**src/rtl/aes_round_sequencer.sv**
```systemverilog
// rtl/aes_round_sequencer.sv - AES-128/192/256 encrypt/decrypt round sequencer
// Drives the state-matrix muxes and key-expansion handshake for one block at a time.
module aes_round_sequencer #(
  parameter int KEY_BITS = 128,
  parameter int SLICES   = 4
) (
  input  logic       clock,
  input  logic       reset_n,
  input  logic       start_write_n,
  input  logic       start_read_n,
  input  logic       mode_decrypt,
  input  logic       key_expand_done,
  input  logic       abort,
  output logic       done,
  output logic       busy,
  output logic [5:0] dbg_state,
  output logic [3:0] dbg_round,
  output logic [3:0] matrix_in_sel,
  output logic       op_inverse,
  output logic       matrix_write_enable,
  output logic       key_write_enable,
  output logic       key_start,
  output logic [3:0] round_key_idx,
  output logic       input_mat_row_col,
  output logic [1:0] input_mat_idx,
  output logic       output_mat_row_col,
  output logic [1:0] output_mat_idx
);

  localparam int NR = (KEY_BITS == 256) ? 14 : (KEY_BITS == 192) ? 12 : 10;
  localparam int NK = KEY_BITS / 32;
  localparam logic [3:0] NR_L     = 4'(NR);
  localparam logic [2:0] NK_LAST  = 3'(NK - 1);
  // Each op spans SLICES cycles; the slice index advances by 4/SLICES (0 when SLICES=1).
  localparam logic [1:0] SLC_LAST = 2'(SLICES - 1);
  localparam logic [1:0] IDX_STEP = 2'(4 / SLICES);

  localparam logic [3:0] SEL_LOAD  = 4'd0;
  localparam logic [3:0] SEL_SUB   = 4'd1;
  localparam logic [3:0] SEL_SHIFT = 4'd2;
  localparam logic [3:0] SEL_MIX   = 4'd3;
  localparam logic [3:0] SEL_ARK   = 4'd4;

  typedef enum logic [2:0] {
    S_IDLE  = 3'd0,
    S_PTEXT = 3'd1,
    S_KEY   = 3'd2,
    S_WAIT  = 3'd3,
    S_OP    = 3'd4,
    S_DONE  = 3'd5,
    S_CTEXT = 3'd6
  } state_t;

  state_t     state, nxt_state;
  logic [2:0] cnt, nxt_cnt;
  logic [3:0] round, nxt_round;
  logic [1:0] opp, nxt_opp;
  logic [1:0] slc, nxt_slc;
  logic       mode, nxt_mode;
  logic       op_last;

  logic [3:0] op_sel, op_rk;
  logic [3:0] o_sel, o_rk;
  logic       o_mwe, o_kwe, o_kst, o_irc, o_orc;
  logic [1:0] o_iidx, o_oidx;

  always_comb begin
    nxt_state = state;
    nxt_cnt   = cnt;
    nxt_round = round;
    nxt_opp   = opp;
    nxt_slc   = slc;
    nxt_mode  = mode;
    op_last   = (round == NR_L) ? (opp == 2'd2) : (opp == 2'd3);
    if (abort) begin
      nxt_state = S_IDLE;
      nxt_cnt   = 3'd0;
      nxt_round = 4'd0;
      nxt_opp   = 2'd0;
      nxt_slc   = 2'd0;
      nxt_mode  = 1'b0;
    end else begin
      case (state)
        S_IDLE: begin
          if (!start_write_n) begin
            nxt_state = S_PTEXT;
            nxt_mode  = mode_decrypt;
            nxt_cnt   = 3'd0;
          end
        end
        S_PTEXT: begin
          if (cnt == 3'd3) begin
            nxt_state = S_KEY;
            nxt_cnt   = 3'd0;
          end else begin
            nxt_cnt = cnt + 3'd1;
          end
        end
        S_KEY: begin
          if (cnt == NK_LAST) begin
            nxt_state = S_WAIT;
            nxt_cnt   = 3'd0;
          end else begin
            nxt_cnt = cnt + 3'd1;
          end
        end
        S_WAIT: begin
          if (key_expand_done) begin
            nxt_state = S_OP;
            nxt_round = 4'd0;
            nxt_opp   = 2'd0;
            nxt_slc   = 2'd0;
          end
        end
        S_OP: begin
          if (slc != SLC_LAST) begin
            nxt_slc = slc + 2'd1;
          end else begin
            nxt_slc = 2'd0;
            // Round 0 holds only the initial AddRoundKey.
            if (round == 4'd0) begin
              nxt_round = 4'd1;
              nxt_opp   = 2'd0;
            end else if (!op_last) begin
              nxt_opp = opp + 2'd1;
            end else if (round == NR_L) begin
              nxt_state = S_DONE;
            end else begin
              nxt_round = round + 4'd1;
              nxt_opp   = 2'd0;
            end
          end
        end
        S_DONE: begin
          if (!start_read_n) begin
            nxt_state = S_CTEXT;
            nxt_cnt   = 3'd0;
          end
        end
        S_CTEXT: begin
          if (cnt == 3'd3) begin
            nxt_state = S_IDLE;
            nxt_cnt   = 3'd0;
            nxt_round = 4'd0;
            nxt_opp   = 2'd0;
            nxt_slc   = 2'd0;
            nxt_mode  = 1'b0;
          end else begin
            nxt_cnt = cnt + 3'd1;
          end
        end
        default: begin
          nxt_state = S_IDLE;
          nxt_cnt   = 3'd0;
          nxt_round = 4'd0;
          nxt_opp   = 2'd0;
          nxt_slc   = 2'd0;
          nxt_mode  = 1'b0;
        end
      endcase
    end
  end

  // Op list position -> transform; decrypt order is ISR, ISB, ARK, IMC.
  always_comb begin
    op_sel = SEL_ARK;
    op_rk  = 4'd0;
    if (nxt_round == 4'd0) begin
      op_sel = SEL_ARK;
      op_rk  = nxt_mode ? NR_L : 4'd0;
    end else if (!nxt_mode) begin
      case (nxt_opp)
        2'd0: op_sel = SEL_SUB;
        2'd1: op_sel = SEL_SHIFT;
        2'd2: begin
          if (nxt_round == NR_L) begin
            op_sel = SEL_ARK;
            op_rk  = nxt_round;
          end else begin
            op_sel = SEL_MIX;
          end
        end
        default: begin
          op_sel = SEL_ARK;
          op_rk  = nxt_round;
        end
      endcase
    end else begin
      case (nxt_opp)
        2'd0: op_sel = SEL_SHIFT;
        2'd1: op_sel = SEL_SUB;
        2'd2: begin
          op_sel = SEL_ARK;
          op_rk  = NR_L - nxt_round;
        end
        default: op_sel = SEL_MIX;
      endcase
    end
  end

  always_comb begin
    o_sel  = SEL_LOAD;
    o_rk   = 4'd0;
    o_mwe  = 1'b0;
    o_kwe  = 1'b0;
    o_kst  = 1'b0;
    o_irc  = 1'b0;
    o_iidx = 2'd0;
    o_orc  = 1'b0;
    o_oidx = 2'd0;
    case (nxt_state)
      S_PTEXT: begin
        o_mwe  = 1'b1;
        o_irc  = 1'b1;
        o_iidx = nxt_cnt[1:0];
      end
      S_KEY: begin
        o_kwe  = 1'b1;
        o_kst  = (nxt_cnt == 3'd0);
        o_irc  = 1'b1;
        o_iidx = nxt_cnt[1:0];
      end
      S_OP: begin
        o_mwe  = 1'b1;
        o_sel  = op_sel;
        o_rk   = op_rk;
        o_irc  = (op_sel == SEL_MIX) || (op_sel == SEL_ARK);
        o_orc  = (op_sel == SEL_MIX) || (op_sel == SEL_ARK);
        o_iidx = nxt_slc * IDX_STEP;
        o_oidx = nxt_slc * IDX_STEP;
      end
      S_CTEXT: begin
        o_orc  = 1'b1;
        o_oidx = nxt_cnt[1:0];
      end
      default: ;
    endcase
  end

  always_ff @(posedge clock or negedge reset_n) begin
    if (!reset_n) begin
      state               <= S_IDLE;
      cnt                 <= 3'd0;
      round               <= 4'd0;
      opp                 <= 2'd0;
      slc                 <= 2'd0;
      mode                <= 1'b0;
      done                <= 1'b0;
      busy                <= 1'b0;
      dbg_state           <= 6'd0;
      dbg_round           <= 4'd0;
      matrix_in_sel       <= 4'd0;
      op_inverse          <= 1'b0;
      matrix_write_enable <= 1'b0;
      key_write_enable    <= 1'b0;
      key_start           <= 1'b0;
      round_key_idx       <= 4'd0;
      input_mat_row_col   <= 1'b0;
      input_mat_idx       <= 2'd0;
      output_mat_row_col  <= 1'b0;
      output_mat_idx      <= 2'd0;
    end else begin
      state               <= nxt_state;
      cnt                 <= nxt_cnt;
      round               <= nxt_round;
      opp                 <= nxt_opp;
      slc                 <= nxt_slc;
      mode                <= nxt_mode;
      done                <= (nxt_state == S_DONE);
      busy                <= (nxt_state != S_IDLE) && (nxt_state != S_DONE);
      dbg_state           <= {3'b000, nxt_state};
      dbg_round           <= nxt_round;
      matrix_in_sel       <= o_sel;
      op_inverse          <= nxt_mode;
      matrix_write_enable <= o_mwe;
      key_write_enable    <= o_kwe;
      key_start           <= o_kst;
      round_key_idx       <= o_rk;
      input_mat_row_col   <= o_irc;
      input_mat_idx       <= o_iidx;
      output_mat_row_col  <= o_orc;
      output_mat_idx      <= o_oidx;
    end
  end

endmodule
```
**config.mk**
```make
export PLATFORM = sky130hd
export DESIGN_NAME = aes_round_sequencer
export DESIGN_NICKNAME = d
export VERILOG_FILES = /design/src/rtl/aes_round_sequencer.sv
export SDC_FILE = /design/constraint.sdc
export NUM_CORES = 1
export LEC_CHECK = 0
export ABC_AREA = 1
export CAP_MARGIN = 30
export CORE_MARGIN = 5
export CORE_UTILIZATION = 24
export DETAILED_ROUTE_END_ITERATION = 7
export SLEW_MARGIN = 20
export SYNTH_ARGS = -nofsm -noshare
export SYNTH_HDL_FRONTEND = slang
export SYNTH_SLANG_ARGS = --single-unit
```
**constraint.sdc**
```tcl
create_clock -name clock -period 3.8 [get_ports clock]
set_input_delay 0.76 -clock clock [delete_from_list [all_inputs] [get_ports clock]]
set_output_delay 0.76 -clock clock [all_outputs]
set_load 0.005 [all_outputs]
```
### Word-level counts from Yosys, hierarchy flattened

Index checks and enable logic that the tools add are counted.

* add/sub/neg operators: 5
* eq/ne operators: 22
* mux-type cells: 63
* reduce and logical (&&, ||, !) cells: 15

Operators with widths (count)
* $mux W4: 16
* $mux W3: 16
* $mux W2: 11
* $pmux W3 S7: 1
* $eq A3 B3 Y1 const B: 6
* $pmux W3 S3: 2
* $pmux W2 S4: 2
* $pmux W4 S4: 1
* $eq A3 B2 Y1 const B: 4
* $pmux W3 S4: 1
* $eq A4 B4 Y1 const B: 2
* $logic_not A4 Y1: 2
* $pmux W2 S2: 2
* $pmux W4 S2: 1
* $reduce_or A2 Y1: 4
* $mux W1: 7
* $eq A2 B2 Y1 const B: 3
* $eq A3 B1 Y1 const B: 2
* $logic_not A3 Y1: 2
* $reduce_or A5 Y1: 1
* $add A2 B1 Y2 const B: 2
* $add A4 B1 Y4 const B: 1
* $eq A4 B2 Y1 const B: 1
* $eq A4 B3 Y1 const B: 1
* 13 further kinds: 14

* register bits: 34
* bits of input ports: 7
* output and inout bits: 30
* logic and storage cells: 122

### Longest topological paths before layout

* depth after elaboration: 15
* mapped depth: 23
* gate-level depth less buffers: 23

### Worst setup path after synthesis

OpenSTA, ideal clock, no wires.

* path type: reg2reg
* from: register round[0]
* to: register input_mat_row_col
* library setup time: 126 ps
* arrival time: 2617 ps
* required time: 3674 ps
* slack: 1057 ps
* stages on the path, launching flop included: 24
* path buffers: 0
* clock period less this slack: 2743 ps
* path through: dfrtp_1 -> inv_1 -> ha_1 -> nand3_1 -> inv_1 -> ha_1 -> nand2_1 -> nor2_1 -> nand2_1 -> o21ai_0 -> nand3_1 -> o21ai_0 -> nand2_1 -> inv_1 -> ha_1 -> nand3_1 -> o21ai_1 -> nand2_1 -> nand2_1 -> nand2_1 -> nand2_1 -> inv_1 -> nand3_1 -> nand3_1

* word-level cells in the longest chain between the ends: 15
* elaborated cells on any way between the ends: 42
* classes of those cells: 1 x add/sub; 9 x eq/ne; 27 x mux; 5 x reduce/logical

RTL lines
* from (decl): RTL line 56 `logic [3:0] round, nxt_round;`
* from (signal assigned): RTL line 265 `round <= nxt_round;`
* $add A4 B1 Y4 or $eq A4 B4 Y1 (tied branches): RTL line 129, 74, 126
* $mux W4 or $mux W1 (tied branches): RTL line 126, 74
* $mux W4: RTL line 124 `end else if (!op_last) begin`
* $mux W4 *: RTL line 121 `if (round == 4'd0) begin`
* $mux W4 *: RTL line 116 `if (slc != SLC_LAST) begin`
* $pmux W4 S4 *: RTL line 83 `case (state)`
* $mux W4 *: RTL line 75 `if (abort) begin`
* named net nxt_round[1]: RTL line 56
* $eq A4 B4 Y1: RTL line 176 `if (nxt_round == NR_L) begin`
* $mux W3: RTL line 176
* $pmux W3 S3: RTL line 172 `case (nxt_opp)`
* $mux W4: RTL line 171 `end else if (!nxt_mode) begin`
* $mux W4 *: RTL line 168 `if (nxt_round == 4'd0) begin`
* $eq A4 B2 Y1 or $eq A4 B3 Y1 (tied branches): RTL line 227 `o_irc = (op_sel == SEL_MIX) || (op_sel == SEL_ARK);`
* $logic_or A1 B1 Y1 *: RTL line 227
* $pmux W1 S2 *: RTL line 211 `case (nxt_state)`
* named net o_irc: RTL line 64 `logic o_mwe, o_kwe, o_kst, o_irc, o_orc;`
* to (signal assigned): RTL line 279 `input_mat_row_col <= o_irc;`
* to (decl): RTL line 24 `output logic input_mat_row_col,`

The timed path passes the listed nets; every way through them passes the cells marked *.

### Final worst setup path

* from: register round[0]
* to: register output_mat_row_col

* word-level cells in the longest chain between the ends: 15
* elaborated cells on any way between the ends: 40
* classes of those cells: 1 x add/sub; 8 x eq/ne; 27 x mux; 4 x reduce/logical

RTL lines
* $add A4 B1 Y4 or $eq A4 B4 Y1 (tied branches): RTL line 129, 74, 126
* $mux W4 or $mux W1 (tied branches): RTL line 126, 74
* $mux W4: RTL line 124
* $mux W4 *: RTL line 121
* $mux W4 *: RTL line 116
* $pmux W4 S4 *: RTL line 83
* $mux W4 *: RTL line 75
* named net nxt_round[1]: RTL line 56
* $eq A4 B4 Y1: RTL line 176
* $mux W3: RTL line 176
* $pmux W3 S3: RTL line 172
* $mux W4: RTL line 171
* $mux W4 *: RTL line 168
* $eq A4 B2 Y1 or $eq A4 B3 Y1 (tied branches): RTL line 228 `o_orc = (op_sel == SEL_MIX) || (op_sel == SEL_ARK);`
* $logic_or A1 B1 Y1 *: RTL line 228
* $pmux W1 S2 *: RTL line 211
* named net o_orc: RTL line 64
* to (signal assigned): RTL line 281 `output_mat_row_col <= o_orc;`
* to (decl): RTL line 26 `output logic output_mat_row_col,`

Marked as above.

==> impl_metrics.yaml <==
yosys:
  synth-edff-count: 0
  yosysUniqueCellTypes: 31
  synth_cells: 271
  async_reset_ff_frac: 1.00
  yosysSeqAreaShare: 0.396
  post-synth-top-count-cell: "nand2_1"
  ys_seq_elements: 33
  syn_area_per_cell_um2: 7.69
  synth_top_area_frac: 0.396
  synth.largest_area_cell: "dfrtp_1"
  syn-cell-area_um2: 2080
  synth_top_cells_by_count: "nand2_1 (63), inv_1 (37), dfrtp_1 (33)"
  synth_area_leaders: "dfrtp_1 (40%), nand2_1 (11%), ha_1 (7.8%)"
  synth_ff_type: "dfrtp_1"
  ys_warn_count: 0
die:
  core_um2: 8590
  chipWidth_um: 103
  die_y_um: 103
  num_rows: 34
  start_util: 0.243
  io_pins: 37
  dieArea_um2: 10600
power:
  p_per_area_nw_per_um2: 265
  peakVddDrop_mv: 0.124
  switchingPower_w: 0.000161
  seqPwrFrac: 0.529
  leakage_nw: 1.31
  combPwrFrac: 0.091
  pwr-share-clk: 0.380
  power.total_w: 0.000688
  swShare: 0.235
  internal_power_w: 0.000526
clock_tree:
  ctsResizeCount: 0
  htreeDepth: 2
  cts-root-buf: "clkbuf_8"
  clock_latency_ps: 280
  clkSinkCount: 33
  cts-hold-fix-buffers: 0
  postCtsSetupBuffers: 0
  clockBufferDepth: 2
  cts_made_buffers: 5
  cts_tree: "yes"
  cts.clk_slew.worst_paths_ps: 70
timing:
  hold_viol_final: 0
  maxSlewViolCount: 0
  finalClockSkew_ps: 8.86
  min_period_ps: 3180
  period_share: 0.837
  rsz0062_at_grt: "no"
  fin_ws_ps: 621
  tns_ps: 0
  setup_viol: 0
  hold_slack_ps: 550
  clock.fmax_mhz: 315
grt:
  first_global_vias: 1755
  grt.total_usage: 0.0983
  grt_max_degree: 34
  grt_pass1_wl_um: 8220
  antenna_found_initial: 0
  gr-total-overflow: 0
routing:
  drc: 0
  dr.pass1.iters: 5
  ant_nets: 0
  routed_wl_um: 4990
  drt_iter0_markers: 48
  via_count: 1830
  vias_per_cell: 4.40
  wl_per_cell_um: 12.0
worst_setup_path:
  worstPathArrival_ps: 3330
  cp_max_fo: 5
  end_kind: "flop"
  worstSetupStartpointType: "flop"
  required_ps: 3950
  criticalPathCategory: "flop to flop"
final_layout:
  areaGrowthSynthToFinish_pct: 24.7
  fin_cells: 416
  layout-drive-gt1-share: 0.127
  nNetsFinal: 328
  insertedDiodeCount: 0
place:
  routabilityCongestion: 0.881
  dp_hpwl_um: 3970
  dp_slack_ps: 630
  port_buffers: 32
  dp.cells: 409
flow_run:
  drv_cap: 0
hold_path:
  holdCritPathClass: "flop to flop"
status:
  status: "finished clean"
## flip-flops by register name, summed over array words and instances, names as in the netlist, 2 cells and up
register        flops
slc                 2
dbg_state           3
output_mat_idx      2
matrix_in_sel       3
opp                 2
round               4
input_mat_idx       2
cnt                 3
round_key_idx       4
## worst paths after layout
check                                   start                            to  slack, ps  cells past startpoint
min in group asynchronous             reset_n              opp[0]$_DFF_PN0_        900                      2
min                          cnt[2]$_DFF_PN0_              cnt[2]$_DFF_PN0_        550                      2
max                        round[0]$_DFF_PN0_  output_mat_row_col$_DFF_PN0_        620                     23
min reg2reg                  cnt[2]$_DFF_PN0_              cnt[2]$_DFF_PN0_        550                      2
max reg2reg                round[0]$_DFF_PN0_  output_mat_row_col$_DFF_PN0_        620                     23
max in group asynchronous             reset_n    input_mat_idx[0]$_DFF_PN0_       2590                      2
## metal layers
layer | GRT usage | routed length (um) | share of wire | vias to the layer above
li1 | - | - | - | 932
met1 | 0.124 | 2280 | 0.46 | 857
met2 | 0.164 | 2400 | 0.48 | 37
met3 | 0.0335 | 270 | 0.054 | 4
met4 | 0.0219 | 39 | 0.0078 | 0
met5 | 0 | 0 | 0 | -
## stage by stage
step                 util  area [um^2]
CTS                 0.303         2600
floorplan               -         2100
finish              0.303         2600
detailed placement  0.293         2510
global placement    0.293         2510
global route        0.303         2600
## cell usage in the layout, fill, tap and decap left out, drive strengths merged, types with 4 or more instances in the layout
cell type,synthesis,routed
a21oi,5,5
clkbuf,0,7
clkdlybuf4s50,0,32
conb,1,4
dfrtp,33,33
ha,13,13
inv,44,44
nand2,72,72
nand3,27,27
nor2,27,27
nor3,5,5
nor4,4,4
o21ai,20,20
## cell type report
class / instances / area, um^2
Fill cell: 916 / 5990
Multi-Input combinational cell: 190 / 1060
Sequential cell: 33 / 826
Timing Repair Buffer: 33 / 328
Inverter: 45 / 169
Tap cell: 108 / 135
Clock buffer: 7 / 86.3
## worst max-delay path, stage by stage, from the launching register on
cell and delay, ps:
dfrtp_1 440, inv_1 120, ha_1 210, nand3_1 110
inv_1 70, ha_1 270, nand2_1 100, nor2_1 210
nand2_1 70, o21ai_0 80, nand3_1 80, o21ai_0 90
nand2_1 110, inv_1 150, ha_1 170, nand3_1 90
o21ai_1 190, nand2_1 70, nand2_1 60, nand2_1 50
nand2_1 110, inv_1 50, nand3_1 80, nand3_1 70
## kinds of logic after synthesis
family	after synthesis	synth area share
DFF	33	0.396
AOI/OAI and AO/OA	33	0.0960
other	1	0.00180
and+or+nand+nor	139	0.321
buffers and inverters	51	0.103
xor gates and xnor gates	1	0.00420
adders and majority gates	13	0.0780
## power by group through the flow
stage / Clock [W] / Sequential [W] / Combinational, W
2_1_floorplan: 0 / 0.000368 / 0.0000352
3_3_place_gp: 0 / 0.000370 / 0.0000631
3_5_place_dp: 0 / 0.000370 / 0.0000633
4_1_cts: 0.000265 / 0.000364 / 0.0000636
5_1_grt: 0.000293 / 0.000364 / 0.0000707
6_report: 0.000262 / 0.000364 / 0.0000626
Note: power is estimated with default switching activity, not from simulation.
